**src/rtl/mcs4_clock_gen_pkg.sv**
```systemverilog
// rtl/mcs4_clock_gen_pkg.sv - shared phase codes, clock FSM states and tick-load helper for mcs4_clock_gen
package mcs4_clock_gen_pkg;

  typedef enum logic [1:0] {
    ST_C1 = 2'd0,
    ST_G1 = 2'd1,
    ST_C2 = 2'd2,
    ST_G2 = 2'd3
  } clk_state_t;

  localparam logic [2:0] PH_A1 = 3'd0;
  localparam logic [2:0] PH_A2 = 3'd1;
  localparam logic [2:0] PH_A3 = 3'd2;
  localparam logic [2:0] PH_M1 = 3'd3;
  localparam logic [2:0] PH_M2 = 3'd4;
  localparam logic [2:0] PH_X1 = 3'd5;
  localparam logic [2:0] PH_X2 = 3'd6;
  localparam logic [2:0] PH_X3 = 3'd7;

  // Counters count down to zero, so a state lasting N ticks loads N-1.
  function automatic logic [7:0] tick_load(input int ticks);
    return 8'(ticks - 1);
  endfunction

endpackage

```
**src/rtl/mcs4_poc_timer.sv**
```systemverilog
// rtl/mcs4_poc_timer.sv - power-on-clear hold timer counting clock-period boundaries
module mcs4_poc_timer #(
  parameter int POC_PERIODS = 64
) (
  input  logic sysclk,
  input  logic poc,
  input  logic boundary,
  output logic poc_pad
);

  localparam logic [7:0] POC_LAST = 8'(POC_PERIODS);

  logic [7:0] period_cnt;

  // The first boundary after reset opens period 1, so poc_pad falls on boundary POC_PERIODS+1.
  always_ff @(posedge sysclk) begin
    if (poc) begin
      period_cnt <= 8'd0;
      poc_pad    <= 1'b1;
    end else if (boundary && poc_pad) begin
      if (period_cnt == POC_LAST) begin
        poc_pad <= 1'b0;
      end else begin
        period_cnt <= period_cnt + 8'd1;
      end
    end
  end

endmodule

```
**src/rtl/mcs4_clock_gen.sv**
```systemverilog
// rtl/mcs4_clock_gen.sv - MCS-4 two-phase clock generator with run/halt/step and instruction-cycle phase tracking
module mcs4_clock_gen
  import mcs4_clock_gen_pkg::*;
#(
  parameter int CLK1_TICKS  = 20,
  parameter int GAP1_TICKS  = 14,
  parameter int CLK2_TICKS  = 20,
  parameter int GAP2_TICKS  = 14,
  parameter int POC_PERIODS = 64
) (
  input  logic       sysclk,
  input  logic       poc,
  input  logic       run,
  input  logic       step,
  input  logic       sync_pad,
  output logic       clk1_pad,
  output logic       clk2_pad,
  output logic       poc_pad,
  output logic       halted,
  output logic [2:0] phase,
  output logic       phase_valid,
  output logic       cycle_strobe
);

  localparam logic [7:0] CLK1_LOAD = tick_load(CLK1_TICKS);
  localparam logic [7:0] GAP1_LOAD = tick_load(GAP1_TICKS);
  localparam logic [7:0] CLK2_LOAD = tick_load(CLK2_TICKS);
  localparam logic [7:0] GAP2_LOAD = tick_load(GAP2_TICKS);

  clk_state_t state, state_nx;
  logic [7:0] cnt, cnt_nx;
  logic       step_pending, pend_nx;
  logic       sync_q;
  logic       last_tick, at_end, go, boundary;

  assign last_tick = (cnt == 8'd0);
  assign at_end    = (state == ST_G2) && last_tick;
  assign go        = run | step | step_pending;
  assign boundary  = at_end & go;

  always_comb begin
    state_nx = state;
    cnt_nx   = cnt;
    pend_nx  = step_pending;
    if (!last_tick) begin
      cnt_nx = cnt - 8'd1;
    end else begin
      case (state)
        ST_C1: begin state_nx = ST_G1; cnt_nx = GAP1_LOAD; end
        ST_G1: begin state_nx = ST_C2; cnt_nx = CLK2_LOAD; end
        ST_C2: begin state_nx = ST_G2; cnt_nx = GAP2_LOAD; end
        ST_G2: begin
          if (go) begin
            state_nx = ST_C1;
            cnt_nx   = CLK1_LOAD;
          end
        end
        default: begin state_nx = ST_G2; cnt_nx = 8'd0; end
      endcase
    end
    // run dominates step; a pending step is consumed by the C1 entry it grants
    if (run || boundary) begin
      pend_nx = 1'b0;
    end else if (step) begin
      pend_nx = 1'b1;
    end
  end

  always_ff @(posedge sysclk) begin
    if (poc) begin
      state        <= ST_G2;
      cnt          <= 8'd0;
      clk1_pad     <= 1'b0;
      clk2_pad     <= 1'b0;
      halted       <= 1'b0;
      phase        <= PH_A1;
      phase_valid  <= 1'b0;
      cycle_strobe <= 1'b0;
      step_pending <= 1'b0;
      sync_q       <= 1'b0;
    end else begin
      state        <= state_nx;
      cnt          <= cnt_nx;
      clk1_pad     <= (state_nx == ST_C1);
      clk2_pad     <= (state_nx == ST_C2);
      halted       <= at_end & ~go;
      step_pending <= pend_nx;
      cycle_strobe <= 1'b0;
      if (state == ST_C2 && last_tick) begin
        sync_q <= sync_pad;
      end
      // SYNC marks X3, so the period after it is A1
      if (boundary) begin
        if (sync_q) begin
          phase        <= PH_A1;
          phase_valid  <= 1'b1;
          cycle_strobe <= 1'b1;
        end else begin
          phase        <= phase + 3'd1;
          cycle_strobe <= (phase == PH_X3) && phase_valid;
        end
      end
    end
  end

  mcs4_poc_timer #(
    .POC_PERIODS(POC_PERIODS)
  ) u_poc_timer (
    .sysclk  (sysclk),
    .poc     (poc),
    .boundary(boundary),
    .poc_pad (poc_pad)
  );

endmodule

```
**config.mk**
```make
export PLATFORM = sky130hd
export DESIGN_NAME = mcs4_clock_gen
export DESIGN_NICKNAME = d
export VERILOG_FILES = /design/src/rtl/mcs4_clock_gen_pkg.sv /design/src/rtl/mcs4_poc_timer.sv /design/src/rtl/mcs4_clock_gen.sv
export SDC_FILE = /design/constraint.sdc
export NUM_CORES = 1
export LEC_CHECK = 0
export CAP_MARGIN = 20
export CORE_ASPECT_RATIO = 1.5
export CORE_MARGIN = 3
export CORE_UTILIZATION = 39
export DETAILED_ROUTE_END_ITERATION = 16
export PLACE_DENSITY = 0.61
export SYNTH_ARGS = -nofsm -noshare
export SYNTH_HDL_FRONTEND = slang
export SYNTH_SLANG_ARGS = --single-unit
```
**constraint.sdc**
```tcl
create_clock -name sysclk -period 3.4 [get_ports sysclk]
set_input_delay 0.68 -clock sysclk [delete_from_list [all_inputs] [get_ports sysclk]]
set_output_delay 0.68 -clock sysclk [all_outputs]
set_load 0.005 [all_outputs]
```
==> run summary <==
Seq/Total Area, Yosys - 0.425
Ratio of routed vias to standard cells - 5.67
Final hold slack - 0.478 ns
Number of clock sinks seen by CTS - 29
Instance count of the mapped netlist - 155
Number of filler instances in the final layout - 321
Leading area contributor after synthesis - dfxtp_1
Maximum fanout along the worst path - 13
Final cell count without fillers - 209
Slew HR - 0.494
Power per cell area - 769 nW/um^2
Detailed-routing iteration count for the pre-antenna-repair pass - 4
Required time reported for the critical path endpoint - 3.61 ns
Yosys warning count - 0
VDD IR-drop max - 466 uV
Net count after synthesis - 166
Post-cts sizing count - 0
Number of H-tree levels - 2
Type of element launching the critical path - flip-flop
Post-DP HPWL - 2090 um
Arrival time of the worst setup path - 2.59 ns
Synth unique cells - 35
Status - finished, final reports clean
Wirelength, routed - 2920 um
Register-to-Register Setup Slack - 1.02 ns
Total area of multi-input combinational cells - 727 sq um
Most common cell after layout, fill and taps aside - dfxtp_1
Via count of the first global-routing pass - 1168
Die span in x - 54.4 um
Reg-to-reg critical path startpoint - cnt[0]
Netlist Area Pre-Place - 1370 sq um
Most frequent cells in the layout - 29 x dfxtp_1, 19 x a21oi_1, 13 x clkdlybuf4s50_1, 9 x nor2_1
Post-detailed-route wirelength per cell - 14.0 um
Count of maximum capacitance violations - 0
Predominant post-synthesis flop cell - dfxtp_1
Share of flip-flops with an asynchronous set or reset - 0
Hold_buf cts - 0
Final-layout setup total negative slack - 0 ns
Path type of the worst setup path - flip-flop to flip-flop
Share of cells above drive strength 1 - 0.0651
Post-synth EDFFs - 0
RD Place Congestion - 0.753
Number of top-level pins - 14
Antenna-violating nets left - 0
Final layout net count - 180
Worst slack at placement - 0.966 ns
Root buf cell - clkbuf_8
Crit-path max cell delay - 0.63 ns
Logic depth of the worst register-to-register path - 6
Post-Synthesis Mean Instance Area - 8.82 sq um
Placed cells - 202
Destination of the critical timing path - u_poc_timer.period_cnt[5]
Leakage power of the design - 0.577 nW
Final period util - 0.700
Std-Cell Core Area - 3250 sq um
Layout area overhead - 18.1%
Hold/Removal Path Class - flip-flop to flip-flop
Initial antenna violation count - 0
Number of buffers added for setup after CTS - 0
Maximum clock frequency - 420 MHz
First-pass GRT wire length - 5260 um
Crit path cell chain - inv_1 -> ha_1 -> nor3b_1 -> nand3_2 -> or4_1 -> a21oi_1
Global-route total usage across every layer - 0.163
Initial cell density of the core - 0.420
Clock period minus worst slack - 2.38 ns
Pwr Total - 1.24 mW
Worst Skew - 0.00222 ns
Post-CTS clock slew at the launch and capture registers of the worst setup and hold paths - 0.06 ns
Count of pins over their slew limit - 0
Total of endpoints with negative setup slack in the final report - 0
Final-report hold violation count - 0
Worst setup margin - 1.02 ns
Sequential Area - 581 sq um
Floorplan die height - 78.5 um
Worst-Skew Late Latency - 0.28 ns
Least-Margin Pin Slew - 0.757 ns
Clock tree from TritonCTS - done
CP max stage cell - nor3b_1
Worst setup startpoint - cnt[0]
Die area - 4270 sq um
RSZ-0062 raised after global routing - false
Diodes inserted - 0
Standard-cell rows - 25
Maximum number of buffers from clock root to sink - 2
Post-synthesis sequential element count - 29
# port buffers - 13
Number of buffers created by CTS - 5
Maximum number of pins on one net before global-route repair - 18
Element type at the critical path end - flip-flop
Capture instance of the worst register-to-register path - u_poc_timer.period_cnt[5]
Sum of overflow across all layers after global routing - 0
Biggest area contributors in the synthesized netlist - dfxtp_1 42%, a21oi_1 7.0%, ha_1 5.5%
Number of DRC markers in iteration 0 - 45
Total via count after detailed routing - 1185
Synth top area share - 0.425
Drt drc - 0
[cells by family (layout without fill, tap and decap cells)]
logic type                 Yosys count  after routing  synth area share
adders and majority gates            6              6            0.0549
AOI/OAI and AO/OA                   40             40             0.176
buffers and inverters               15             29            0.0439
muxes                                4              4            0.0293
and+or+nand+nor                     61             61             0.272
DFF                                 29             29             0.425
[final cells by class]
class                           count  share of cell area
Clock buffer                        7              0.0534
Inverter                            7              0.0163
Multi-Input combinational cell    111               0.450
Sequential cell                    29               0.359
Tap cell                           40              0.0310
Timing Repair Buffer               15              0.0899
[through the flow]
stage / cell area (sq um) / util
after floorplan: 1370 / -
after global placement: 1530 / 0.470
after detailed placement: 1530 / 0.470
after CTS: 1620 / 0.497
after global routing: 1620 / 0.497
final: 1620 / 0.497
[worst min-delay path by stage]
stage	slack (ns)	cells past startpoint	startpoint	end
after global placement	0.47	2	u_poc_timer.period_cnt[7]	u_poc_timer.period_cnt[7]
after detailed placement	0.47	2	phase[2]	phase[2]
after global routing	0.50	2	phase[2]	phase[2]
after CTS	0.48	2	phase[2]	phase[2]
final	0.48	2	phase[2]	phase[2]
after floorplan	0.45	2	u_poc_timer.period_cnt[7]	u_poc_timer.period_cnt[7]
[power by group]
group	switching, mW	internal, mW	leakage, nW
logic	0.256	0.209	0.297
registers	0.0842	0.412	0.236
clock network	0.121	0.160	0.0443
total	0.461	0.781	0.577
[critical path, delay by kind of cell, from the launching register on]
family / cells / cell delay (ns)
buffers and inverters: 1 / 0.09
AND/OR/NAND/NOR: 3 / 1.58
adder cells (fa/ha/maj): 1 / 0.13
AO/OA/AOI/OAI: 1 / 0.16
flip-flops: 1 / 0.35
[cell usage after synthesis (all sizes together), types with 5 or more instances]
cell,instances
dfxtp,29
or3,8
nand3,9
clkbuf,5
inv,7
nand2,7
ha,6
a21oi,19
nor2,9
o21ai,8
[sequential cells by signal, summed over array words and instances (netlist names), named ones only]
register,flops
cycle_strobe,1
u_poc_timer.poc_pad,1
phase,3
clk2_pad,1
clk1_pad,1
step_pending,1
cnt,8
phase_valid,1
u_poc_timer.period_cnt,8
state,1
halted,1
sync_q,1
[per-layer routing]
metal	vias to the layer above	global-route usage	part of all wire
met2	11	0.277	0.54
li1	601	-	-
met5	-	0	0
met3	6	0.0512	0.030
met1	567	0.186	0.41
met4	0	0.0524	0.015
No activity file was read; power rests on OpenSTA's default activity.
